File: config.mk
export PLATFORM = sky130hd
export DESIGN_NAME = subband_gain_ramp_axis
export DESIGN_NICKNAME = d
export VERILOG_FILES = /design/src/rtl/qmf_gain_pkg.sv /design/src/rtl/gain_ramp_lane.sv /design/src/rtl/subband_gain_ramp_axis.sv
export SDC_FILE = /design/constraint.sdc
export NUM_CORES = 2
export LEC_CHECK = 0
export CORE_MARGIN = 2
export CORE_UTILIZATION = 56
export DETAILED_ROUTE_END_ITERATION = 16
export PLACE_DENSITY = 0.74
export SYNTH_ARGS = -nofsm -noshare
export SYNTH_HDL_FRONTEND = slang
export SYNTH_SLANG_ARGS = --single-unit
File: constraint.sdc
create_clock -name clk -period 8.78 [get_ports clk]
set_input_delay 0.878 -clock clk [delete_from_list [all_inputs] [get_ports clk]]
set_output_delay 0.878 -clock clk [all_outputs]
set_load 0.005 [all_outputs]
File: src/rtl/qmf_gain_pkg.sv
// qmf_gain_pkg: register map, control bits and arithmetic helpers for the subband gain stage
package qmf_gain_pkg;
  localparam int REG_CTRL      = 'h00;
  localparam int REG_GAIN_BASE = 'h04;
  localparam int CTRL_EN_BIT   = 0;
  localparam int CTRL_RAMP_BIT = 1;
  function automatic logic [31:0] unity_gain(input int fbits);
    return 32'd1 << fbits;
  endfunction
  function automatic logic [15:0] sat16(input logic signed [47:0] v);
    return (v > 48'sd32767) ? 16'h7fff : (v < -48'sd32768) ? 16'h8000 : v[15:0];
  endfunction
endpackage

File: src/rtl/gain_ramp_lane.sv
// gain_ramp_lane: one stream channel, ramped current gain plus a 2-stage multiply/round pipeline
module gain_ramp_lane
  import qmf_gain_pkg::*;
#(
  parameter int GAIN_W     = 16,
  parameter int GAIN_FBITS = 12,
  parameter int RAMP_SHIFT = 6
) (
  input  logic              clk,
  input  logic              rst,
  input  logic [31:0]       s_tdata_i,
  input  logic              s_tvalid_i,
  output logic              s_tready_o,
  input  logic              s_tlast_i,
  output logic [31:0]       m_tdata_o,
  output logic              m_tvalid_o,
  input  logic              m_tready_i,
  output logic              m_tlast_o,
  input  logic [GAIN_W-1:0] target_i,
  input  logic              enable_i,
  input  logic              ramp_en_i
);
  localparam int PW = 16 + GAIN_W;
  localparam logic signed [GAIN_W-1:0] UNITY = GAIN_W'(unity_gain(GAIN_FBITS));
  logic signed [GAIN_W-1:0] cur_q, cur_d, gain;
  logic signed [GAIN_W:0]   diff, step0, step;
  logic signed [PW-1:0]     ph_q, pl_q, ph_d, pl_d;
  logic [31:0]              md_q, md_d;
  logic                     v1_q, l1_q, mv_q, ml_q, adv, acc;
  function automatic logic [15:0] rnd_sat(input logic signed [PW-1:0] p);
    logic signed [47:0] w;
    w = 48'(p) + (48'sd1 <<< (GAIN_FBITS - 1));
    return sat16(w >>> GAIN_FBITS);
  endfunction
  assign adv        = !mv_q | m_tready_i;
  assign acc        = s_tvalid_i & adv;
  assign s_tready_o = adv;
  assign m_tdata_o  = md_q;
  assign m_tvalid_o = mv_q;
  assign m_tlast_o  = ml_q;
  // Ramp step toward target and stage products; bypass multiplies by unity so it is bit-exact
  always_comb begin
    diff  = $signed({target_i[GAIN_W-1], target_i}) - $signed({cur_q[GAIN_W-1], cur_q});
    step0 = diff >>> RAMP_SHIFT;
    step  = (step0 == '0 && diff != '0) ? (diff[GAIN_W] ? '1 : (GAIN_W+1)'(1)) : step0;
    cur_d = !acc ? cur_q : ramp_en_i ? GAIN_W'(cur_q + step) : $signed(target_i);
    gain  = enable_i ? cur_q : UNITY;
    ph_d  = PW'($signed(s_tdata_i[31:16])) * PW'(gain);
    pl_d  = PW'($signed(s_tdata_i[15:0])) * PW'(gain);
    md_d  = {rnd_sat(ph_q), rnd_sat(pl_q)};
  end
  // Gain state and both pipeline stages; a stall freezes everything
  always_ff @(posedge clk or posedge rst) begin
    if (rst) begin
      cur_q <= UNITY;
      v1_q  <= 1'b0;
      l1_q  <= 1'b0;
      ph_q  <= '0;
      pl_q  <= '0;
      mv_q  <= 1'b0;
      ml_q  <= 1'b0;
      md_q  <= '0;
    end else begin
      cur_q <= cur_d;
      if (adv) begin
        v1_q <= s_tvalid_i;
        l1_q <= s_tvalid_i & s_tlast_i;
        ph_q <= ph_d;
        pl_q <= pl_d;
        mv_q <= v1_q;
        ml_q <= l1_q;
        md_q <= md_d;
      end
    end
  end
endmodule

File: src/rtl/subband_gain_ramp_axis.sv
// subband_gain_ramp_axis: AXI-Lite register file and per-channel gain ramp lanes
module subband_gain_ramp_axis
  import qmf_gain_pkg::*;
#(
  parameter int NCH        = 2,
  parameter int GAIN_W     = 16,
  parameter int GAIN_FBITS = 12,
  parameter int RAMP_SHIFT = 6,
  parameter int ADDRW      = 8
) (
  input  logic              clk,
  input  logic              rst,
  input  logic [NCH*32-1:0] s_axis_tdata,
  input  logic [NCH-1:0]    s_axis_tvalid,
  output logic [NCH-1:0]    s_axis_tready,
  input  logic [NCH-1:0]    s_axis_tlast,
  output logic [NCH*32-1:0] m_axis_tdata,
  output logic [NCH-1:0]    m_axis_tvalid,
  input  logic [NCH-1:0]    m_axis_tready,
  output logic [NCH-1:0]    m_axis_tlast,
  input  logic [ADDRW-1:0]  s_axi_awaddr,
  input  logic              s_axi_awvalid,
  output logic              s_axi_awready,
  input  logic [31:0]       s_axi_wdata,
  input  logic              s_axi_wvalid,
  output logic              s_axi_wready,
  output logic              s_axi_bvalid,
  input  logic              s_axi_bready,
  output logic              s_axi_arready,
  output logic              s_axi_rvalid
);
  localparam logic [GAIN_W-1:0] UNITY = GAIN_W'(unity_gain(GAIN_FBITS));
  logic       wr, bvalid_q;
  logic [1:0] ctrl_q;
  assign wr            = s_axi_awvalid & s_axi_wvalid & !bvalid_q;
  assign s_axi_awready = wr;
  assign s_axi_wready  = wr;
  assign s_axi_bvalid  = bvalid_q;
  assign s_axi_arready = 1'b0;
  assign s_axi_rvalid  = 1'b0;
  // CTRL register and write response; bvalid holds until bready
  always_ff @(posedge clk or posedge rst) begin
    if (rst) begin
      ctrl_q   <= '0;
      bvalid_q <= 1'b0;
    end else begin
      if (wr && s_axi_awaddr == ADDRW'(REG_CTRL))
        ctrl_q <= {s_axi_wdata[CTRL_RAMP_BIT], s_axi_wdata[CTRL_EN_BIT]};
      bvalid_q <= wr | (bvalid_q & !s_axi_bready);
    end
  end
  for (genvar c = 0; c < NCH; c++) begin : g_ch
    logic [GAIN_W-1:0] tgt_q;
    // Target gain register for this channel
    always_ff @(posedge clk or posedge rst) begin
      if (rst) tgt_q <= UNITY;
      else if (wr && s_axi_awaddr == ADDRW'(REG_GAIN_BASE + 4 * c)) tgt_q <= s_axi_wdata[GAIN_W-1:0];
    end
    gain_ramp_lane #(
      .GAIN_W    (GAIN_W),
      .GAIN_FBITS(GAIN_FBITS),
      .RAMP_SHIFT(RAMP_SHIFT)
    ) u_lane (
      .clk       (clk),
      .rst       (rst),
      .s_tdata_i (s_axis_tdata[32*c+:32]),
      .s_tvalid_i(s_axis_tvalid[c]),
      .s_tready_o(s_axis_tready[c]),
      .s_tlast_i (s_axis_tlast[c]),
      .m_tdata_o (m_axis_tdata[32*c+:32]),
      .m_tvalid_o(m_axis_tvalid[c]),
      .m_tready_i(m_axis_tready[c]),
      .m_tlast_o (m_axis_tlast[c]),
      .target_i  (tgt_q),
      .enable_i  (ctrl_q[CTRL_EN_BIT]),
      .ramp_en_i (ctrl_q[CTRL_RAMP_BIT])
    );
  end
endmodule

# Word level (Yosys, flattened, before mapping)
# Index checks and enable logic that the tools add are counted.
[op_classes]
addsub = 8
n_mul = 4
n_lt_le_gt_ge = 8
n_eq_ne = 2
muxes = 16
bitwise_logic = 10
n_reduce_logical = 14
[ops]
columns = ["op", "count"]
rows = [
  ["$mux 16", 16],
  ["$add 32x13->33 const B", 4],
  ["$mul 16x16->32", 4],
  ["$gt 21x16->1 const B", 4],
  ["$lt 21x16->1 const B", 4],
  ["$logic_not 17->1", 2],
  ["$reduce_bool 17->1", 2],
  ["$sub 16x16->17", 2],
  ["$add 16x16->16", 2],
  ["$eq 8x3->1 const B", 1],
  ["$eq 8x4->1 const B", 1],
  ["$logic_not 8->1", 1],
  ["$and 1x1->1", 7],
  ["$logic_and 1x1->1", 5],
  ["$logic_not 1->1", 4],
  ["$or 1x1->1", 3],
]
[totals]
regBits = 267
out_inout_bits = 75
word_cells = 82

# Longest topological paths before layout
[logic_depth]
word_depth = 6
ltp_mapped = 27

# Hierarchy
# Synthesis repeated with hierarchy kept, for this count alone.
[unflattened]
hier_cells = 5700
area_unflattened_um2 = 51499.4
[modules_own_cells]
columns = ["module", "n_inst", "cells_each", "area_per_inst_um2", "seq_area_each_um2"]
rows = [
  ["gain_ramp_lane at g_ch[0].u_lane", 1, 2827, 25021.5, 2353.5],
  ["gain_ramp_lane at g_ch[1].u_lane", 1, 2785, 24974.0, 2353.5],
  ["subband_gain_ramp_axis", 1, 88, 1503.9, 878.3],
]

# Worst setup path after synthesis
# No wires, ideal clock.
[synth_path]
path_kind = "reg-to-reg"
start = "reg ctrl_q[0]"
end = "reg g_ch[1].u_lane.pl_q[29]"
setup_ns = 0.131
t_arrival_ns = 6.697
t_required_ns = 8.649
slack_ns = 1.952
path_stages_with_launch = 28
n_path_buf = 4
synth_period_minus_slack_ns = 6.828
cell_sequence = "dfrtp_1 > buf_6 > clkbuf_1 > and2_1 > clkbuf_1 > clkbuf_1 > nand2_1 > fa_1 > inv_1 > fa_1 > inv_1 > fa_1 > inv_1 > fa_1 > fa_1 > inv_1 > fa_1 > inv_1 > ha_1 > a21o_1 > o21bai_1 > a221oi_2 > o22ai_1 > o41ai_2 > o211ai_1 > a31oi_1 > xnor2_1 > o21ai_1"
[synth_via]
elab_chain_cells = 2
[synth_rtl]
columns = ["item", "line", "text"]
rows = [
  ["from (decl)", "subband_gain_ramp_axis.sv:34", "logic [1:0] ctrl_q;"],
  ["from (signal assigned)", "subband_gain_ramp_axis.sv:48", "ctrl_q <= {s_axi_wdata[CTRL_RAMP_BIT], s_axi_wdata[CTRL_EN_BIT]};"],
  ["$mux 16", "gain_ramp_lane.sv:47", "gain = enable_i ? cur_q : UNITY;"],
  ["$mul 16x16->32", "gain_ramp_lane.sv:49", "pl_d = PW'($signed(s_tdata_i[15:0])) * PW'(gain);"],
  ["to (signal assigned)", "gain_ramp_lane.sv:69", "pl_q <= pl_d;"],
  ["to (decl)", "gain_ramp_lane.sv:27", "logic signed [PW-1:0] ph_q, pl_q, ph_d, pl_d;"],
]
# No other way between the ends.
# A chain may end at the register's enable or synchronous reset.

# Worst setup path after layout
# Ends and elaborated chain as after synthesis.

==> impl_metrics.csv <==
group,metric,value,unit
drt,m1WireLength,51600,um
logic_synthesis,ys_seq_area_share,10.9,%
hold_path,holdCritPathClass,"flop to flop",
timing,setup_tns,0,ns
hold_path,hp-start,"g_ch[1].u_lane.l1_q$_DFFE_PP0N_",
setup_path,required,9.26,ns
finish,syn_to_final_growth,7.56,%
timing,hold_viol_final,0,
clock_network,cts_tree,"built",
pwr,p_int,0.00252,W
logic_synthesis,synth_seq_cells,223,
pwr,pwr-share-clk,30.7,%
timing,rsz0062_at_grt,"no",
global_routing,grt-ovfl-total,0,
global_routing,grt_max_degree,102,
floorplan,dieWidth,306,um
status,status,"finished, final reports clean",
finish,fillers,7643,
logic_synthesis,synthCells,5607,
setup_path,worstSetupStartpointType,"flop",
pwr,switching_share,36.4,%
setup_path,rr_startpoint,"ctrl_q[0]$_DFFE_PP0P_",
floorplan,num_rows,110,
setup_path,crit_slowest_cell,"dfrtp_4",
floorplan,die_h,306,um
drt,vias_per_cell,5.65,
placement,dp_hpwl,101000,um
pwr,leakage,29.6,nW
clock_network,cts_buffers,28,
setup_path,cpMostUsedCell,"fa_1",
drt,wl,127000,um
setup_path,arrival,8.48,ns
clock_network,cts.sink_count,223,
drt,drt_pre_antenna_iters,6,
placement,place_congestion,0.914,
finish,multi_input_area,0.0400,sq mm
global_routing,grt.total_usage,28.0,%
clock_network,clk_path_buf_depth,3,
setup_path,path_delay_family,"adder cells",
pwr,p_seq_share,32.9,%
drt,wl_met2,60400,um
floorplan,start_util,56.7,%
clock_network,worstSkewPairLatency,0.63,ns
timing,finalCritPeriodShare,91.1,%
global_routing,grt_pass1_vias,40700,
pwr,ir_drop,144,uV
setup_path,timing.rr.end,"g_ch[1].u_lane.pl_q[29]$_DFFE_PP0N_",
finish,drive_gt1_share,4.44,%
clock_network,clock-root-buffer,"clkbuf_16",
clock_network,postCtsHoldBufs,0,
pwr,power_switching,0.00144,W
logic_synthesis,ys_async_sr_fraction,100,%
setup_path,reg2reg_depth,22,
logic_synthesis,synth_cell_types,91,
clock_network,cts_setup_buffers,0,
flow_run,cap_violations,0,
setup_path,path_cells,"and2_1 > buf_4 > nand2_1 > fa_1 > fa_1 > fa_1 > inv_1 > fa_1 > fa_1 > inv_1 > fa_1 > inv_1 > ha_1 > a21oi_1 > o21bai_1 > a221oi_2 > o22ai_1 > o41ai_2 > o211ai_1 > a31oi_1 > xnor2_1 > o21ai_1",
drt,routed-wl-met3,10000,um
pwr,p_per_area,72.0,mW/mm^2
timing,setup_viol,0,
timing,timing.slew.headroom,17.9,%
floorplan,ios,190,
logic_synthesis,syn_avg_cell_area,9.13,sq um
setup_path,reg2reg_slack,0.78,ns
drt,wire_per_inst,18.5,um
finish,nNetsFinal,7173,
logic_synthesis,yosys_warnings,0,
setup_path,worst-path-buf-inv,4,
global_routing,grt_pass1_wl,210000,um
timing,slew_violations,0,
hold_path,min_to,"g_ch[1].u_lane.m_tlast_o$_DFFE_PP0N_",
drt,drc,0,
floorplan,core_area,0.0903,sq mm
pwr,pwr-share-comb,36.4,%
clock_network,htreeDepth,1,
drt,vias,38600,
setup_path,crit_type,"flop to flop",
timing,worstMarginPinSlew,1.23,ns
drt,drt-initial-drc-count,2556,
clock_network,clk_pin_slew,0.06,ns
placement,numPortBuffers,171,
timing,hold-worst-slack,0.465,ns
timing,skew,0.0362,ns
logic_synthesis,synth.cell_area,0.0512,sq mm
logic_synthesis,synth_edf_count,0,
setup_path,critical_path.max_fanout,96,
clock_network,cts_resized,0,
drt,top_layer_used,"met5",
logic_synthesis,yosys_most_used_dff,"dfrtp_1",
global_routing,antenna_found_initial,6,
timing,finalCriticalPeriod,8.00,ns
finish,seq_area,0.00559,sq mm
floorplan,dieArea,0.0938,sq mm
hold_path,hold_depth,2,
drt,ant_nets,0,
setup_path,cpPeakStageDelay,1.05,ns
setup_path,cp-end-kind,"flop",
timing,clock.fmax,125,MHz
-- how the worst max path moves through the flow --
stage | to | startpoint | cells after the start | slack [ns]
after floorplan | ctrl_q[0]$_DFFE_PP0P_ | rst | 1 | 1.80
after global placement | g_ch[0].u_lane.ph_q[30]$_DFFE_PP0N_ | s_axis_tdata[31] | 21 | 0.74
after detailed placement | g_ch[0].u_lane.ph_q[30]$_DFFE_PP0N_ | s_axis_tdata[31] | 21 | 0.66
after CTS | g_ch[1].u_lane.pl_q[29]$_DFFE_PP0N_ | ctrl_q[0]$_DFFE_PP0P_ | 22 | 0.86
after global routing | g_ch[1].u_lane.pl_q[30]$_DFFE_PP0N_ | ctrl_q[0]$_DFFE_PP0P_ | 22 | 0.24
final | g_ch[1].u_lane.pl_q[29]$_DFFE_PP0N_ | ctrl_q[0]$_DFFE_PP0P_ | 22 | 0.78
-- cells in the mapped netlist, types with 19 or more instances --
cell,count,area [sq um]
nand3_1,82,410
or2_2,23,144
ha_1,382,4780
and2_1,48,300
nand2_1,653,2450
a31oi_1,30,188
mux2_2,36,405
o211ai_1,36,270
a21o_1,39,293
xor2_1,64,561
o31ai_1,19,143
dfrtp_1,219,5480
fa_1,1048,21000
o21a_1,43,323
o21ai_0,95,475
clkbuf_1,262,983
a21oi_1,124,621
nor2_1,216,811
nand4_1,23,144
and3_1,497,3110
mux2i_1,26,260
nor3_1,43,215
inv_1,1193,4480
xnor2_1,138,1210
-- tightest hold or removal path, stage by stage (launching register included) --
cell and delay (ns):
dfrtp_1 0.34, nand2_1 0.05, nand2_1 0.05
-- layout by cell type (no fill, tap or decap), types with 11 or more instances in the layout --
cell type and count:
inv_1 1191, fa_1 1048, nand2_1 653, and3_1 497, ha_1 382, dfrtp_1 217, nor2_1 216, clkdlybuf4s50_1 171
xnor2_1 138, a21oi_1 124, buf_4 106, o21ai_0 95, nand3_1 82, xor2_1 64, and2_1 48, nor3_1 43
o21a_1 43, a21o_1 39, mux2_2 36, o211ai_1 36, a31oi_1 30, clkbuf_16 28, mux2i_1 26, or2_2 23
nand4_1 23, o31ai_1 19, a211oi_1 15, or3_1 15, o22a_1 15, nand2b_1 14, and4_1 13, nor3b_1 12
nor4_1 12, o21bai_1 11, o21ai_1 11
-- cell families (layout without fill, tap and decap cells) --
| kind of cell | after synthesis | in the layout | synth area share, % |
|---|---|---|---|
| mux | 62 | 62 | 1.30 |
| xor+xnor | 202 | 202 | 3.46 |
| flops | 223 | 223 | 10.9 |
| fa+ha+maj | 1431 | 1431 | 50.4 |
| compound gates | 514 | 514 | 6.69 |
| simple gates | 1692 | 1692 | 16.3 |
| other cells | 1 | 5 | 0.00733 |
| buf+inv | 1482 | 1524 | 11.0 |
-- metal layers --
metal,vias to the layer above,track usage [%]
met1,19600,37.6
met5,-,0
li1,17500,-
met3,250,5.00
met4,4,9.39
met2,1309,46.0
-- area by class of cell --
class                      count  share of cell area, %
timing repair buffer         278                   4.59
clock buffer                  40                   1.50
inverter                    1194                   8.16
sequential                   223                   10.2
antenna                        3                 0.0136
multi-input combinational   3903                   72.7
tap                         1176                   2.67
clock inverter                12                  0.243
-- through the flow --
stage / std cells / power (W) / cell area [sq um] / util (%) / setup WS, ns
after detailed placement: 6774 / 0.00275 / 54100 / 59.9 / 0.663
after floorplan: 5608 / 0.00223 / 51200 / - / 1.80
after CTS: 6826 / 0.00399 / 55000 / 61.0 / 0.859
after global routing: 6828 / 0.00421 / 55000 / 61.0 / 0.237
final: 6829 / 0.00397 / 55000 / 61.0 / 0.780
after global placement: 6774 / 0.00272 / 54100 / 59.9 / 0.742
-- registers in the layout, summed over array words and instances (netlist names) --
register / cells
g_ch.u_lane.m_tdata_o: 64
g_ch.u_lane.cur_q: 32
ctrl_q: 2
g_ch.u_lane.pl_q: 42
g_ch.u_lane.m_tvalid_o: 2
s_axi_bvalid: 1
g_ch.u_lane.m_tlast_o: 2
g_ch.u_lane.v1_q: 2
g_ch.u_lane.l1_q: 2
g_ch.tgt_q: 32
g_ch.u_lane.ph_q: 42
-- power by group through the flow --
stage | Clock (W) | Sequential (W) | Combinational [W]
floorplan | 0 | 0.00129 | 0.000936
global placement | 0 | 0.00132 | 0.00140
detailed placement | 0 | 0.00132 | 0.00143
CTS | 0.00124 | 0.00131 | 0.00144
global route | 0.00128 | 0.00133 | 0.00160
finish | 0.00122 | 0.00131 | 0.00144
No activity file was read; power rests on OpenSTA's default activity.
